File: src/rtl/node_snapshot_streamer.sv
// Captures all node positions on snap_req and streams them out one node per beat.
// Optional SNAPSHOT_CHECKSUM_EN adds out_checksum, the XOR of every captured x and y word.
module node_snapshot_streamer #(
  parameter int unsigned NODE_COUNT = 5,
  parameter int unsigned CORE_ID    = 1
) (
  input  logic                    clk,
  input  logic                    reset,
  input  logic                    snap_req,
  input  logic [32*NODE_COUNT-1:0] x_flat,
  input  logic [32*NODE_COUNT-1:0] y_flat,
  output logic                    out_valid,
  input  logic                    out_ready,
  output logic [7:0]              out_node_idx,
  output logic [31:0]             out_x,
  output logic [31:0]             out_y,
  output logic                    out_last,
  output logic [15:0]             out_frame,
  output logic [7:0]              out_core_id,
  output logic                    busy,
  output logic                    overrun
`ifdef SNAPSHOT_CHECKSUM_EN
  ,
  output logic [31:0]             out_checksum
`endif
);

  localparam logic [7:0] LastIdx = 8'(NODE_COUNT - 1);

  typedef enum logic [0:0] {StIdle, StStream} state_e;

  state_e      state_q;
  logic [31:0] snap_x_q [NODE_COUNT];
  logic [31:0] snap_y_q [NODE_COUNT];

  logic        beat_done;
  logic        last_done;
  logic        capture;
  logic [7:0]  next_idx;
  logic [31:0] next_x;
  logic [31:0] next_y;

  assign beat_done   = out_valid && out_ready;
  assign last_done   = beat_done && out_last;
  // A request is honoured when idle, or exactly on the final handshake (back-to-back frame).
  assign capture     = snap_req && ((state_q == StIdle) || last_done);
  assign next_idx    = out_node_idx + 8'd1;
  assign busy        = (state_q == StStream);
  assign out_core_id = 8'(CORE_ID);

  // Decoded mux avoids indexing the snapshot array with a wider-than-needed index.
  always_comb begin
    next_x = '0;
    next_y = '0;
    for (int i = 0; i < NODE_COUNT; i++) begin
      if (next_idx == 8'(i)) begin
        next_x = snap_x_q[i];
        next_y = snap_y_q[i];
      end
    end
  end

`ifdef SNAPSHOT_CHECKSUM_EN
  logic [31:0] checksum_d;

  always_comb begin
    checksum_d = '0;
    for (int i = 0; i < NODE_COUNT; i++) begin
      checksum_d = checksum_d ^ x_flat[32*i +: 32] ^ y_flat[32*i +: 32];
    end
  end

  always_ff @(posedge clk) begin
    if (reset) begin
      out_checksum <= '0;
    end else if (capture) begin
      out_checksum <= checksum_d;
    end
  end
`endif

  always_ff @(posedge clk) begin
    if (reset) begin
      state_q      <= StIdle;
      out_valid    <= 1'b0;
      out_last     <= 1'b0;
      out_node_idx <= '0;
      out_x        <= '0;
      out_y        <= '0;
      out_frame    <= '0;
      overrun      <= 1'b0;
      for (int i = 0; i < NODE_COUNT; i++) begin
        snap_x_q[i] <= '0;
        snap_y_q[i] <= '0;
      end
    end else begin
      if (capture) begin
        for (int i = 0; i < NODE_COUNT; i++) begin
          snap_x_q[i] <= x_flat[32*i +: 32];
          snap_y_q[i] <= y_flat[32*i +: 32];
        end
        // Node 0 comes straight from the inputs so it is visible the cycle after the request.
        state_q      <= StStream;
        out_valid    <= 1'b1;
        out_node_idx <= '0;
        out_x        <= x_flat[31:0];
        out_y        <= y_flat[31:0];
        out_last     <= 1'b0;
        out_frame    <= out_frame + 16'd1;
      end else if ((state_q == StStream) && beat_done) begin
        if (out_last) begin
          state_q   <= StIdle;
          out_valid <= 1'b0;
          out_last  <= 1'b0;
        end else begin
          out_node_idx <= next_idx;
          out_x        <= next_x;
          out_y        <= next_y;
          out_last     <= (next_idx == LastIdx);
        end
      end

      if ((state_q == StStream) && snap_req && !last_done) begin
        overrun <= 1'b1;
      end
    end
  end

endmodule

File: config.mk
export PLATFORM = sky130hd
export DESIGN_NAME = node_snapshot_streamer
export DESIGN_NICKNAME = d
export VERILOG_FILES = /design/src/rtl/node_snapshot_streamer.sv
export SDC_FILE = /design/constraint.sdc
export NUM_CORES = 1
export LEC_CHECK = 0
export CAP_MARGIN = 20
export CORE_MARGIN = 4
export CORE_UTILIZATION = 30
export CTS_CLUSTER_SIZE = 25
export DETAILED_ROUTE_END_ITERATION = 16
export PLACE_DENSITY_LB_ADDON = 0.3
export SYNTH_ARGS = -nofsm -noshare
export SYNTH_HDL_FRONTEND = slang
export SYNTH_SLANG_ARGS = --single-unit
File: constraint.sdc
create_clock -name clk -period 14.84 [get_ports clk]
set_input_delay 2.968 -clock clk [delete_from_list [all_inputs] [get_ports clk]]
set_output_delay 2.968 -clock clk [all_outputs]
set_load 0.1 [all_outputs]
# == Word-level counts from Yosys, hierarchy flattened ==
# Memory sizes are Yosys's and may differ from the RTL's.
# Cells that the tools add are included.
# word_totals
regBits,91
ramBits,320
output_inout_bits,100
wordCells,78
n_memories,2
# op_classes
addsub,2
eq_ne,5
n_mux,35
bitwise_logic,12
reduce_logical,15
# memory_table
name,depth,width,read_ports,rd_ports_with_merged_regs,wr,line,text
snap_x_q,5,32,5,0,5,33,logic [31:0] snap_x_q [NODE_COUNT];
snap_y_q,5,32,5,0,5,34,logic [31:0] snap_y_q [NODE_COUNT];
# op_table
cell,n
$mux 32,26
$add 16x1->16 const B,1
$eq 8x2->1 const B,2
$or 1x1->1,10
$mux 1,9
$add 8x1->8 const B,1
$eq 8x1->1 const B,1
$eq 8x3->1 const B,1
$logic_not 8->1,1
$logic_and 1x1->1,6
$reduce_and 2->1,3
$reduce_bool 2->1,2
$ne 2x1->1 const B,1
$not 1->1,2
$reduce_or 2->1,1
$logic_not 1->1,1
$logic_or 1x1->1,1

# == Logic depth before layout (Yosys ltp) ==
# Gate-level depths: netlist (run 1).
# depth
depth_word,10
depth_mapped,10
depth_no_buf,7

# == Least setup slack after synthesis (run 1) ==
# No wires, ideal clock.
# synth_path
path_type,in2reg
startpoint,input out_ready
endpoint,memory snap_x_q[0][0] (enable)
setup_time_ps,812
arrival_ps,12364
required_ps,14028
setup_slack_ps,1664
cell_stages,5
n_path_buf,2
path_cell_list,a21boi_2 nand2b_1 clkbuf_2 nand2b_1 clkbuf_1
# synth_rtl
item,line,text
"start, declared",13,"input logic out_ready,"
"end, declared",33,

==> results of run 1 <==
[tightest hold or removal path, stage by stage, from the launching register on]
cell	delay [ns]
dfxtp_1	0.31
o21ai_0	0.07
a21oi_1	0.06
[path summary, 6_finish.rpt]
| check | from | endpoint | slack (ns) | cells past startpoint |
|---|---|---|---|---|
| setup / recovery | out_ready | snap_x_q[0][47]$_SDFFCE_PN0P_ | 8.68 | 6 |
| hold / removal | out_frame[15]$_SDFFE_PP0P_ | out_frame[15]$_SDFFE_PP0P_ | 0.49 | 2 |
| setup reg to reg | busy$_SDFFE_PP0P_ | snap_x_q[0][47]$_SDFFCE_PN0P_ | 11.09 | 5 |
| hold reg to reg | out_frame[15]$_SDFFE_PP0P_ | out_frame[15]$_SDFFE_PP0P_ | 0.49 | 2 |
[per-layer routing]
metal  vias up  track usage (%)  wire length (µm)
met5         -                0                 0
met4         0            5.104              1329
met3        73            3.375              4123
met2       533            28.58             28810
met1      6870            22.82             25040
li1       6572                -                 -
[cell families (layout without fill, tap and decap cells)]
logic type / after synthesis / count (layout) / share of synthesized area, %
XOR/XNOR: 20 / 20 / 0.9479
flip-flops: 411 / 411 / 61.86
adder cells (fa/ha/maj): 6 / 6 / 0.4062
buffers and inverters: 214 / 585 / 4.902
AO/OA/AOI/OAI: 462 / 462 / 15.34
other: 2 / 15 / 0.04064
AND/OR/NAND/NOR: 530 / 530 / 16.51
[power breakdown]
part           switching [mW]  leakage (nW)  internal, mW
sequential             0.0288          4.20          1.33
clock                   0.474         0.739         0.654
combinational           0.254          4.29         0.166
[layout make-up]
type,count,area (µm²)
antenna,7,17.52
clock inverter,22,187.7
fill,5752,35920
inverter,66,247.7
tap,782,978.4
clock buffer,64,1310
sequential,411,11430
timing repair buffer,433,4332
multi-input combinational,1026,6269
[cell usage in the layout, fill, tap and decap left out, types with 8 or more instances in the layout]
cell             Yosys  final
a22o_1              62     62
buf_4               11     16
xor2_1              14     14
clkinv_2             0      9
and2_1             321    321
and3_1              66     66
clkbuf_16            0     47
o22ai_1             64     64
nand4_1              8      8
edfxtp_1           320    320
nand2_1             82     82
inv_1               66     66
nor2_1              27     26
a22oi_1             64     64
clkdlybuf4s50_1      0    414
o21ai_0             66     66
dfxtp_1             91     91
clkbuf_1           115     10
a21oi_1            195    195
conb_1               2      8
[registers in the layout, summed over array words and instances, names as in the netlist]
register	flops
out_y	32
busy	1
out_last	1
out_node_idx	8
out_frame	16
snap_x_q	160
overrun	1
out_x	32
snap_y_q	160
==> reports/metrics.csv, run 1 <==
metric,value,unit
largest net degree at the start of global routing,190,
total iterations of the first detailed-routing run,7,
gp weighted congestion,0.8098,
Final Hold Viols,0,
first-pass GRT wire length,87.86,mm
status,"complete, no violations",
fmax,0.1623,GHz
HPWL Detailed,37.38,mm
Die Wd,256.2,µm
Pins Over Slew Limit,0,
Final #Nets,2314,
Hold WC Path Type,reg2reg,
Die Ht,256.2,µm
Synth async-reset ratio,0,%
initial antenna violation count,5,
Placed Area,23210,µm²
Clock transition at path regs,0.06,ns
main flop type after synthesis,edfxtp_1,
Synth Area per Inst,11.23,µm²
CTS Buf Count,46,
hold slack,0.4934,ns
Slew @ Worst Pin,1.214,ns
final WL,59.31,mm
Worst Path Arrival,6.25,ns
largest area contributor in the netlist,edfxtp_1,
Crit path top cell by count,nand2b_4,
Sink Count,411,
Netlist cell types,45,
All-Layer GR Usage,17.17,%
synthesis-stage register bit count,411,
Layout Skew,0.02173,ns
cell-by-cell trace of the critical path,clkdlybuf4s50_1 -> a21boi_2 -> nand2b_4 -> buf_4 -> nand2b_4 -> buf_12,
Worst EP required,14.93,ns
fin cells,2811,
Peak VDD IR,0.07697,mV
Initial Util,30.45,%
postcts setup bufs,0,
Post-Synthesis Cells,1645,
Final Power,2.906,mW
synth cell count leaders,"321 x and2_1, 320 x edfxtp_1, 195 x a21oi_1",
area grow syn2layout,34.06,%
Tmin final,6.162,ns
Placed Cells,2716,
setup TNS,0,ns
Crit path max-delay family,buffers and inverters,
1st-iter DRT viols,1239,
cell area after synthesis,18480,µm²
final instance area,24770,µm²
DRT antenna net count,0,
PortBufs,415,
Area contributors post-synth,"edfxtp_1 52%, and2_1 11%, dfxtp_1 9.9%, a21oi_1 5.3%, a22o_1 2.9%",
area share of the largest cell type after synthesis,52.00,%
"Seq/Total Area, Yosys",61.86,%
CP Launch Type,input pin,
Max H-tree Level,2,
Worst setup EP type,flip-flop,
Final period util,41.52,%
Setup Viol. Count Final,0,
slowest CP cell,nand2b_4,
clk root buf,clkbuf_16,
Post-CTS Hold Buffers,0,
Via density,4.998,
CTS max path bufs,3,
"worst slack, placed",7.982,ns
Max-Cap Viols,0,
CP max FO,189,
Die ar.,65630,µm²
"EDFF count, synth",320,
vias in the first global route,14246,
"Core Util, Final",40.81,%
Final Worst Setup Slack,8.678,ns
layout cell share with drive strength beyond 1,5.242,%
Power Density,117.3,nW/µm²
global route total overflow,0,
"count leader, synth",and2_1,
DRC viols,0,
core area,60700,µm²
Routed WL per cell,21.10,µm
synthesis warning total,0,
TritonCTS clock tree,done,
max incr delay on CP,0.58,ns
Slew HR,19.04,%
# rows,90,
Worst-Skew Late Latency,0.57,ns
CP bufs+invs,3,
crit path kind,in2reg,
RSZ-0062 raised after global routing,no,
post-cts sizing count,0,
IO Pins,424,
Leak,9.223,nW
Via Count,14048,
Power figures use the tool's default switching activity.
==> inputs of run 2 (changes only) <==
==> constraint.sdc (replaced) <==
create_clock -name clk -period 5 [get_ports clk]
set_input_delay 1 -clock clk [delete_from_list [all_inputs] [get_ports clk]]
set_output_delay 1 -clock clk [all_outputs]
set_load 0.1 [all_outputs]
==> reports/metrics.csv, run 2 (synthesis gave the netlist of run 1 again) <==
metric,value,unit
Initial Util,30.45,%
Hold Path Sink,overrun$_SDFFE_PP0P_,
Final #Nets,2329,
hold path startpoint,overrun$_SDFFE_PP0P_,
slowest CP cell,clkdlybuf4s50_1,
DRT antenna net count,0,
Slew @ Worst Pin,1.137,ns
post-cts sizing count,0,
HPWL Detailed,38.78,mm
first-pass GRT wire length,89.83,mm
Layout Skew,0.01615,ns
Via Count,14080,
Clock transition at path regs,0.06,ns
Pins Over Slew Limit,0,
Worst EP required,4.00,ns
RR Endpoint,out_x[31]$_SDFFE_PP0P_,
# rows,90,
cell-by-cell trace of the critical path,clkdlybuf4s50_1,
Worst setup EP type,primary output,
crit path kind,reg2out,
FF-to-FF Start,out_node_idx[0]$_SDFFE_PP0P_,
area grow syn2layout,35.44,%
IO Pins,424,
global route total overflow,0,
RSZ-0062 raised after global routing,no,
Setup Viol. Count Final,0,
1st-iter DRT viols,1028,
final instance area,25030,µm²
DRC viols,0,
Peak VDD IR,0.2170,mV
Crit path max-delay family,buffers and inverters,
Die Ht,256.2,µm
All-Layer GR Usage,17.58,%
max incr delay on CP,1.25,ns
postcts setup bufs,0,
register area,11430,µm²
r2r setup slk,2.14,ns
Via density,4.981,
Multi-input gate area,6269,µm²
Worst Path Arrival,2.48,ns
Max-Cap Viols,0,
largest net degree at the start of global routing,73,
Power Density,348.7,nW/µm²
Hold WC Path Type,reg2reg,
highest metal used,met5,
CP bufs+invs,1,
Final Hold Viols,0,
setup TNS,0,ns
Routed WL per cell,21.26,µm
layout cell share with drive strength beyond 1,5.744,%
clk root buf,clkbuf_16,
total iterations of the first detailed-routing run,5,
CP max FO,10,
r2r worst-path depth,8,
initial antenna violation count,12,
vias in the first global route,14625,
core area,60700,µm²
Max H-tree Level,2,
Slew HR,24.18,%
Final period util,69.57,%
routed wl met3,4.017,mm
Worst-Skew Late Latency,0.56,ns
CTS max path bufs,3,
Fillers,5710,
Post-CTS Hold Buffers,0,
TritonCTS clock tree,done,
fmax,0.2875,GHz
Leak,9.335,nW
status,"complete, no violations",
met2 wire length,28.98,mm
CTS Buf Count,48,
Regs by FF count,"snap_x_q x160, snap_y_q x160",
"commonest non-fill, non-tap cells in the layout","414 x clkdlybuf4s50_1, 321 x and2_1, 320 x edfxtp_1",
Die ar.,65630,µm²
Sink Count,411,
"most common cell after layout, fill and taps aside",clkdlybuf4s50_1,
hold slack,0.4853,ns
gp weighted congestion,0.7867,
Die Wd,256.2,µm
PortBufs,415,
DRT met1 WL,25.85,mm
final WL,60.11,mm
Placed Area,23470,µm²
Tmin final,3.478,ns
CP Launch Type,flip-flop,
hold-critical path depth,2,
run 2: cell types whose count changed in the layout (fill, tap and decap cells not counted), moves of 2 or more:
cell	before	now
clkinv_1	5	8
buf_4	16	19
buf_12	2	13
bufinv_16	2	4
clkbuf_8	7	2
inv_6	0	2
clkinv_8	2	0
clkbuf_16	47	49
run 2: stage by stage:
step	power, mW	setup WS (ns)	instances	util, %
after CTS	8.833	1.493	2819	41.20
final	8.726	1.522	2827	41.23
after global routing	9.076	1.464	2826	41.23
after floorplan	4.827	0.5460	1651	-
after global placement	5.352	1.259	2731	38.67
after detailed placement	5.367	1.223	2731	38.67
run 2: area by class of cell:
cell class              instances  share of cell area, %
inverters                      66                 0.9899
flip-flops and latches        411                  45.67
multi-input cells            1026                  25.05
repair buffers                446                  18.17
clock buffers                  62                  5.174
well taps                     782                  3.909
clock inverters                26                 0.9599
diodes                          8                0.07999
run 2: worst max-delay path by stage:
stage,start,end,slack [ns],depth (start not counted)
final,out_node_idx[0]$_SDFFE_PP0P_,out_node_idx[0],1.52,1
after global routing,out_node_idx[0]$_SDFFE_PP0P_,out_node_idx[0],1.46,1
after CTS,out_node_idx[0]$_SDFFE_PP0P_,out_node_idx[0],1.49,1
after detailed placement,out_ready,snap_y_q[0][120]$_SDFFCE_PN0P_,1.22,6
after global placement,out_ready,snap_x_q[0][147]$_SDFFCE_PN0P_,1.26,5
after floorplan,out_last$_SDFFE_PP0P_,snap_x_q[0][0]$_SDFFCE_PN0P_,0.55,5
run 2: report_power, final:
group	internal [mW]	switching, mW	leakage, nW	total, mW
registers	3.94	0.0850	4.20	4.03
logic	0.511	0.757	4.39	1.27
clock network	2.03	1.40	0.749	3.43
run 2: routing by layer:
layer,track usage [%],vias up
met4,5.318,6
met2,29.15,509
li1,-,6604
met3,3.878,85
met5,0,-
met1,23.13,6876
